## config.mk

```make
export PLATFORM = sky130hd
export DESIGN_NAME = cordic_iter_ctrl
export DESIGN_NICKNAME = d
export VERILOG_FILES = /design/src/rtl/cordic_pkg.sv /design/src/rtl/cordic_iter_ctrl_rom.sv /design/src/rtl/cordic_iter_ctrl.sv
export SDC_FILE = /design/constraint.sdc
export NUM_CORES = 1
export LEC_CHECK = 0
export CAP_MARGIN = 20
export CORE_MARGIN = 2
export CORE_UTILIZATION = 35
export DETAILED_ROUTE_END_ITERATION = 10
export GPL_ROUTABILITY_DRIVEN = 0
export PLACE_DENSITY = 0.62
export SYNTH_ARGS = -nofsm -noshare
export SYNTH_HDL_FRONTEND = slang
export SYNTH_SLANG_ARGS = --single-unit
```

## constraint.sdc

```tcl
create_clock -name clk -period 6.5 [get_ports clk]
set_input_delay 0.65 -clock clk [delete_from_list [all_inputs] [get_ports clk]]
set_output_delay 0.65 -clock clk [all_outputs]
set_load 0.1 [all_outputs]
```

## src/rtl/cordic_pkg.sv

```systemverilog
// Shared widths, constants and state encoding for the iterative CORDIC sequencer.
package cordic_pkg;

    localparam int unsigned DATA_W = 32;
    localparam int unsigned Z_W    = 34;
    localparam int unsigned ADDR_W = 5;

    // CORDIC gain compensation 1/K in Q2.30, pre-loaded into x
    localparam logic [DATA_W-1:0] K_Q230 = 32'h26DD3B6A;

    typedef enum logic [1:0] {
        StIdle = 2'd0,
        StRun  = 2'd1,
        StDone = 2'd2
    } state_e;

endpackage

```

## src/rtl/cordic_iter_ctrl_rom.sv

```systemverilog
// Combinational arctan table: data = round(atan(2^-address) * 2^31), unsigned.
module cordic_iter_ctrl_rom
    import cordic_pkg::*;
(
    input  logic [ADDR_W-1:0] address,
    output logic [DATA_W-1:0] data
);

    always_comb begin
        data = '0;
        case (address)
            5'd0:  data = 32'h6487ED51;
            5'd1:  data = 32'h3B58CE0B;
            5'd2:  data = 32'h1F5B75F9;
            5'd3:  data = 32'h0FEADD4D;
            5'd4:  data = 32'h07FD56EE;
            5'd5:  data = 32'h03FFAAB7;
            5'd6:  data = 32'h01FFF556;
            5'd7:  data = 32'h00FFFEAB;
            5'd8:  data = 32'h007FFFD5;
            5'd9:  data = 32'h003FFFFB;
            5'd10: data = 32'h001FFFFF;
            5'd11: data = 32'h00100000;
            5'd12: data = 32'h00080000;
            5'd13: data = 32'h00040000;
            5'd14: data = 32'h00020000;
            5'd15: data = 32'h00010000;
            5'd16: data = 32'h00008000;
            5'd17: data = 32'h00004000;
            5'd18: data = 32'h00002000;
            5'd19: data = 32'h00001000;
            5'd20: data = 32'h00000800;
            5'd21: data = 32'h00000400;
            5'd22: data = 32'h00000200;
            5'd23: data = 32'h00000100;
            5'd24: data = 32'h00000080;
            5'd25: data = 32'h00000040;
            5'd26: data = 32'h00000020;
            5'd27: data = 32'h00000010;
            5'd28: data = 32'h00000008;
            5'd29: data = 32'h00000004;
            5'd30: data = 32'h00000002;
            5'd31: data = 32'h00000001;
            default: data = '0;
        endcase
    end

endmodule

```

## src/rtl/cordic_iter_ctrl.sv

```systemverilog
// Iterative rotation-mode CORDIC sequencer: one micro-rotation per enabled cycle,
// cos/sin of a Q2.30 angle reported with a single-cycle done.
module cordic_iter_ctrl
    import cordic_pkg::*;
#(
    parameter int unsigned ITERATIONS = 16
) (
    input  logic              clk,
    input  logic              reset,
    input  logic              clk_en,
    input  logic              start,
    input  logic [DATA_W-1:0] angle,
    output logic              busy,
    output logic              done,
    output logic [DATA_W-1:0] cos_out,
    output logic [DATA_W-1:0] sin_out
);

    localparam logic [ADDR_W-1:0] LastIter = ADDR_W'(ITERATIONS - 1);

    state_e                   state_q, state_d;
    logic signed [DATA_W-1:0] x_q, y_q, x_d, y_d, x_sh, y_sh;
    logic signed [Z_W-1:0]    z_q, z_d, atan_ext;
    logic [ADDR_W-1:0]        iter_q;
    logic [ADDR_W-1:0]        rom_addr;
    logic [DATA_W-1:0]        rom_data;
    logic                     load;

    assign rom_addr = iter_q;

    cordic_iter_ctrl_rom u_rom (
        .address (rom_addr),
        .data    (rom_data)
    );

    always_ff @(posedge clk) begin
        if (reset) begin
            state_q <= StIdle;
        end else if (clk_en) begin
            state_q <= state_d;
        end
    end

    always_comb begin
        state_d = state_q;
        unique case (state_q)
            StIdle:  if (start) state_d = StRun;
            StRun:   if (iter_q == LastIter) state_d = StDone;
            StDone:  state_d = StIdle;
            default: state_d = StIdle;
        endcase
    end

    assign load = (state_q == StIdle) && start;

    // Direction comes from the sign of the residual angle; all terms use old values.
    always_comb begin
        x_sh     = x_q >>> iter_q;
        y_sh     = y_q >>> iter_q;
        atan_ext = $signed({2'b00, rom_data});
        if (!z_q[Z_W-1]) begin
            x_d = x_q - y_sh;
            y_d = y_q + x_sh;
            z_d = z_q - atan_ext;
        end else begin
            x_d = x_q + y_sh;
            y_d = y_q - x_sh;
            z_d = z_q + atan_ext;
        end
    end

    always_ff @(posedge clk) begin
        if (reset) begin
            x_q    <= '0;
            y_q    <= '0;
            z_q    <= '0;
            iter_q <= '0;
        end else if (clk_en) begin
            if (load) begin
                x_q    <= K_Q230;
                y_q    <= '0;
                z_q    <= {angle[DATA_W-1], angle, 1'b0};
                iter_q <= '0;
            end else if (state_q == StRun) begin
                x_q    <= x_d;
                y_q    <= y_d;
                z_q    <= z_d;
                iter_q <= iter_q + 1'b1;
            end
        end
    end

    assign busy    = (state_q != StIdle);
    assign done    = (state_q == StDone);
    assign cos_out = x_q;
    assign sin_out = y_q;

endmodule

```

==> results by group <==
Die
  • Die width: 219 um
  • Core area: 45600 um2
  • Full die area: 48200 um2
  • Initial Utilization: 35.6%
  • Ports: 102
  • Die height: 219 um
  • Row cnt: 78

Clocking
  • H-tree depth: 4
  • Clock Sinks: approximately 140
  • Root buf cell: clkbuf_16
  • CTS tree: done
  • Worst-Skew Late Latency: between 0.4 and 0.5 ns
  • Cts hold-fix bufs: 0
  • Clock buffer depth: 2
  • Total clock buffers created by CTS: 17
  • Register clock-pin slew on the reported worst setup and hold paths: 0.07 ns

Layout
  • Final Net Count: 2243
  • FILL cells: 4577
  • Multi-input gate area: 12700 um2
  • Fin util: 40.5%
  • Fraction of layout cells with a size suffix above 1: around 11%
  • Synth-to-layout area growth: 13.6%
  • Post-route insts no fill: roughly 2700
  • Finished Cell Area: 18500 um2
  • Storage cell area: 2740 um2

Drt
  • 1st-pass router iterations: 6
  • Routed WL per cell: 20.5 um
  • Initial DRC Count: 1777
  • Routed Antenna Nets: 0
  • DR vias/cell: 6.07
  • Routed Wire Length: roughly 55000 um
  • Vias: 16400
  • # DRC: 0

STA
  • Final hold violation count: 0
  • TNS Setup: 0 ns
  • Fmax: 166 MHz
  • Final setup violation count: 0
  • Worst relative slew slack: between 30 and 40%
  • RSZ-0062 raised after global routing: no
  • Max Slew Vio Count: 0
  • Worst slew pin tran: just over 1 ns
  • Hold slack: between 0.4 and 0.5 ns
  • Worst setup margin: 0.470 ns
  • Clk_skew: about 0.012 ns
  • Final Critical Period: 6.03 ns
  • Period utilisation layout: 92.8%

Place
  • Dpl hpwl: 41300 um
  • Dpl cells: between 2000 and 3000
  • I/O Buffers: 101
  • Dpl ws: around 0.36 ns
  • DP Area: 17800 um2

Pwr
  • Power per cell area: 346 nW/um2
  • Total power: 6.39 mW
  • Peak supply drop: between 150 and 200 uV
  • Leak pwr: 7.35 nW

Logic synthesis
  • Post-synth EDFFs: 0
  • Synth Cell Area: 16200 um2
  • #FFs+latches synth: between 100 and 150
  • Commonest cells post-synth: 228 x nor2_1, 197 x nand2_1, 184 x a21oi_1
  • Synth area leaders: dfxtp_1 17%, mux4_2 10%, ha_1 8.8%
  • Cell taking the most area after synthesis: dfxtp_1
  • Most common cell in the netlist: nor2_1
  • Syn avg cell area: 7.95 um2
  • Post-Syn Nets: 2197
  • Syn Inst Count: 2044
  • Area share of the largest cell type after synthesis: 16.8%
  • Number of library cell types mapped by synthesis: 95
  • Primary flip-flop cell chosen by synthesis mapping: dfxtp_1
  • Yosys warning count: 0
  • Sequential share of the synthesized area: 16.8%
  • Async SR Flop Fraction: 0%

Setup path
  • Max FO, Critical Path: 12
  • CP endpoint kind: flip-flop
  • Setup crit start kind: flip-flop
  • WS Path Type: reg -> reg
  • Req. time, crit path: 6.86 ns
  • Worst EP arrival: about 6.4 ns

GRT
  • Met3 Use GR: 5.45%
  • Met1 Use GR: 30.0%
  • Largest net degree at the start of global routing: between 60 and 70
  • First-pass GRT wire length: a little under 90000 um
  • Initial antenna violation count: 1
  • Vias in the first global route: 15800
  • GR peak layer: met2
  • Total Routing Usage GR: 23.0%
  • GRT met2 Usage: 35.7%
  • GR Overflow Total: 0

Flow run
  • Max-cap check violation count: 0

Worst hold path
  • Hold WC Path Type: reg -> reg

Outcome
  • Status: complete, no violations
-- state kept, by name, indices dropped and copies added (netlist names) --
| name | count |
|---|---|
| cos_out | 32 |
| iter_q | 5 |
| sin_out | 32 |
| state_q | 2 |
| u_rom.data | 31 |
| z_q | 34 |
-- worst max-delay path: stages, from the launching register on --
cell and delay [ns]:
dfxtp_4 0.55, buf_6 0.24, mux4_2 0.55, mux2i_1 0.36, o21ai_0 0.17, a211o_1 0.31, nor2_1 0.20, nand2_1 0.09
nor3_1 0.21, and3_1 0.31, and3_1 0.24, nor2_1 0.06, xor2_1 0.16, ha_1 0.38, nand4_1 0.19, or4_1 0.53
o21a_1 0.22, a21oi_1 0.22, a211o_1 0.20, and3_1 0.18, a311oi_1 0.12, xnor2_1 0.16, a21oi_1 0.15, o22ai_1 0.09
-- logic make-up after synthesis --
logic type / count (synthesis) / synth area share [%]
buf+inv: 181 / 5.37
compound gates: 643 / 25.8
mux: 152 / 15.3
xor+xnor: 174 / 9.38
simple gates: 641 / 18.3
flops: 136 / 16.8
fa+ha+maj: 117 / 9.15
-- final cells by class --
class                      count  share of cell area [%]
antenna                        1                  0.0136
clock buffer                  19                    2.40
clock inverter                13                   0.712
inverter                      50                    1.02
multi-input combinational   1727                    68.7
sequential                   136                    14.8
tap                          600                    4.07
timing repair buffer         158                    8.25
-- final timing paths --
check / start / to / slack, ns / depth (start not counted)
setup reg to reg: iter_q[1] / sin_out[31] / 0.47 / 23
hold reg to reg: z_q[2] / z_q[2] / 0.46 / 2
hold / removal: z_q[2] / z_q[2] / 0.46 / 2
setup / recovery: iter_q[1] / sin_out[31] / 0.47 / 23
-- metal layers --
metal / share of wire, % / wire (um)
met4: 3.8 / 2090
met5: 0.049 / 27
met3: 8.5 / 4680
met2: 45 / 24700
met1: 43 / 23900
-- where the power goes --
part | total, mW | switching [mW] | internal, mW
logic | 4.21 | 2.52 | 1.69
registers | 1.19 | 0.254 | 0.935
clock network | 0.989 | 0.445 | 0.544
-- timing repair --
| action | CTS | global route |
|---|---|---|
| endpoints found under the setup margin | 0 | 5 |
| setup buffers | 0 | 3 |
| gates resized for setup | 0 | 2 |
-- placed cells by master, fill, tap and decap left out, types with 47 or more instances in the layout --
cell / synthesis / routed
a21o_1: 53 / 53
a21oi_1: 184 / 184
buf_4: 5 / 50
clkdlybuf4s50_1: 0 / 100
dfxtp_1: 136 / 130
ha_1: 114 / 114
inv_1: 47 / 47
mux4_2: 73 / 73
nand2_1: 197 / 197
nor2_1: 228 / 227
o21ai_0: 111 / 110
xnor2_1: 92 / 92
xor2_1: 82 / 82
Power figures use the tool's default switching activity.
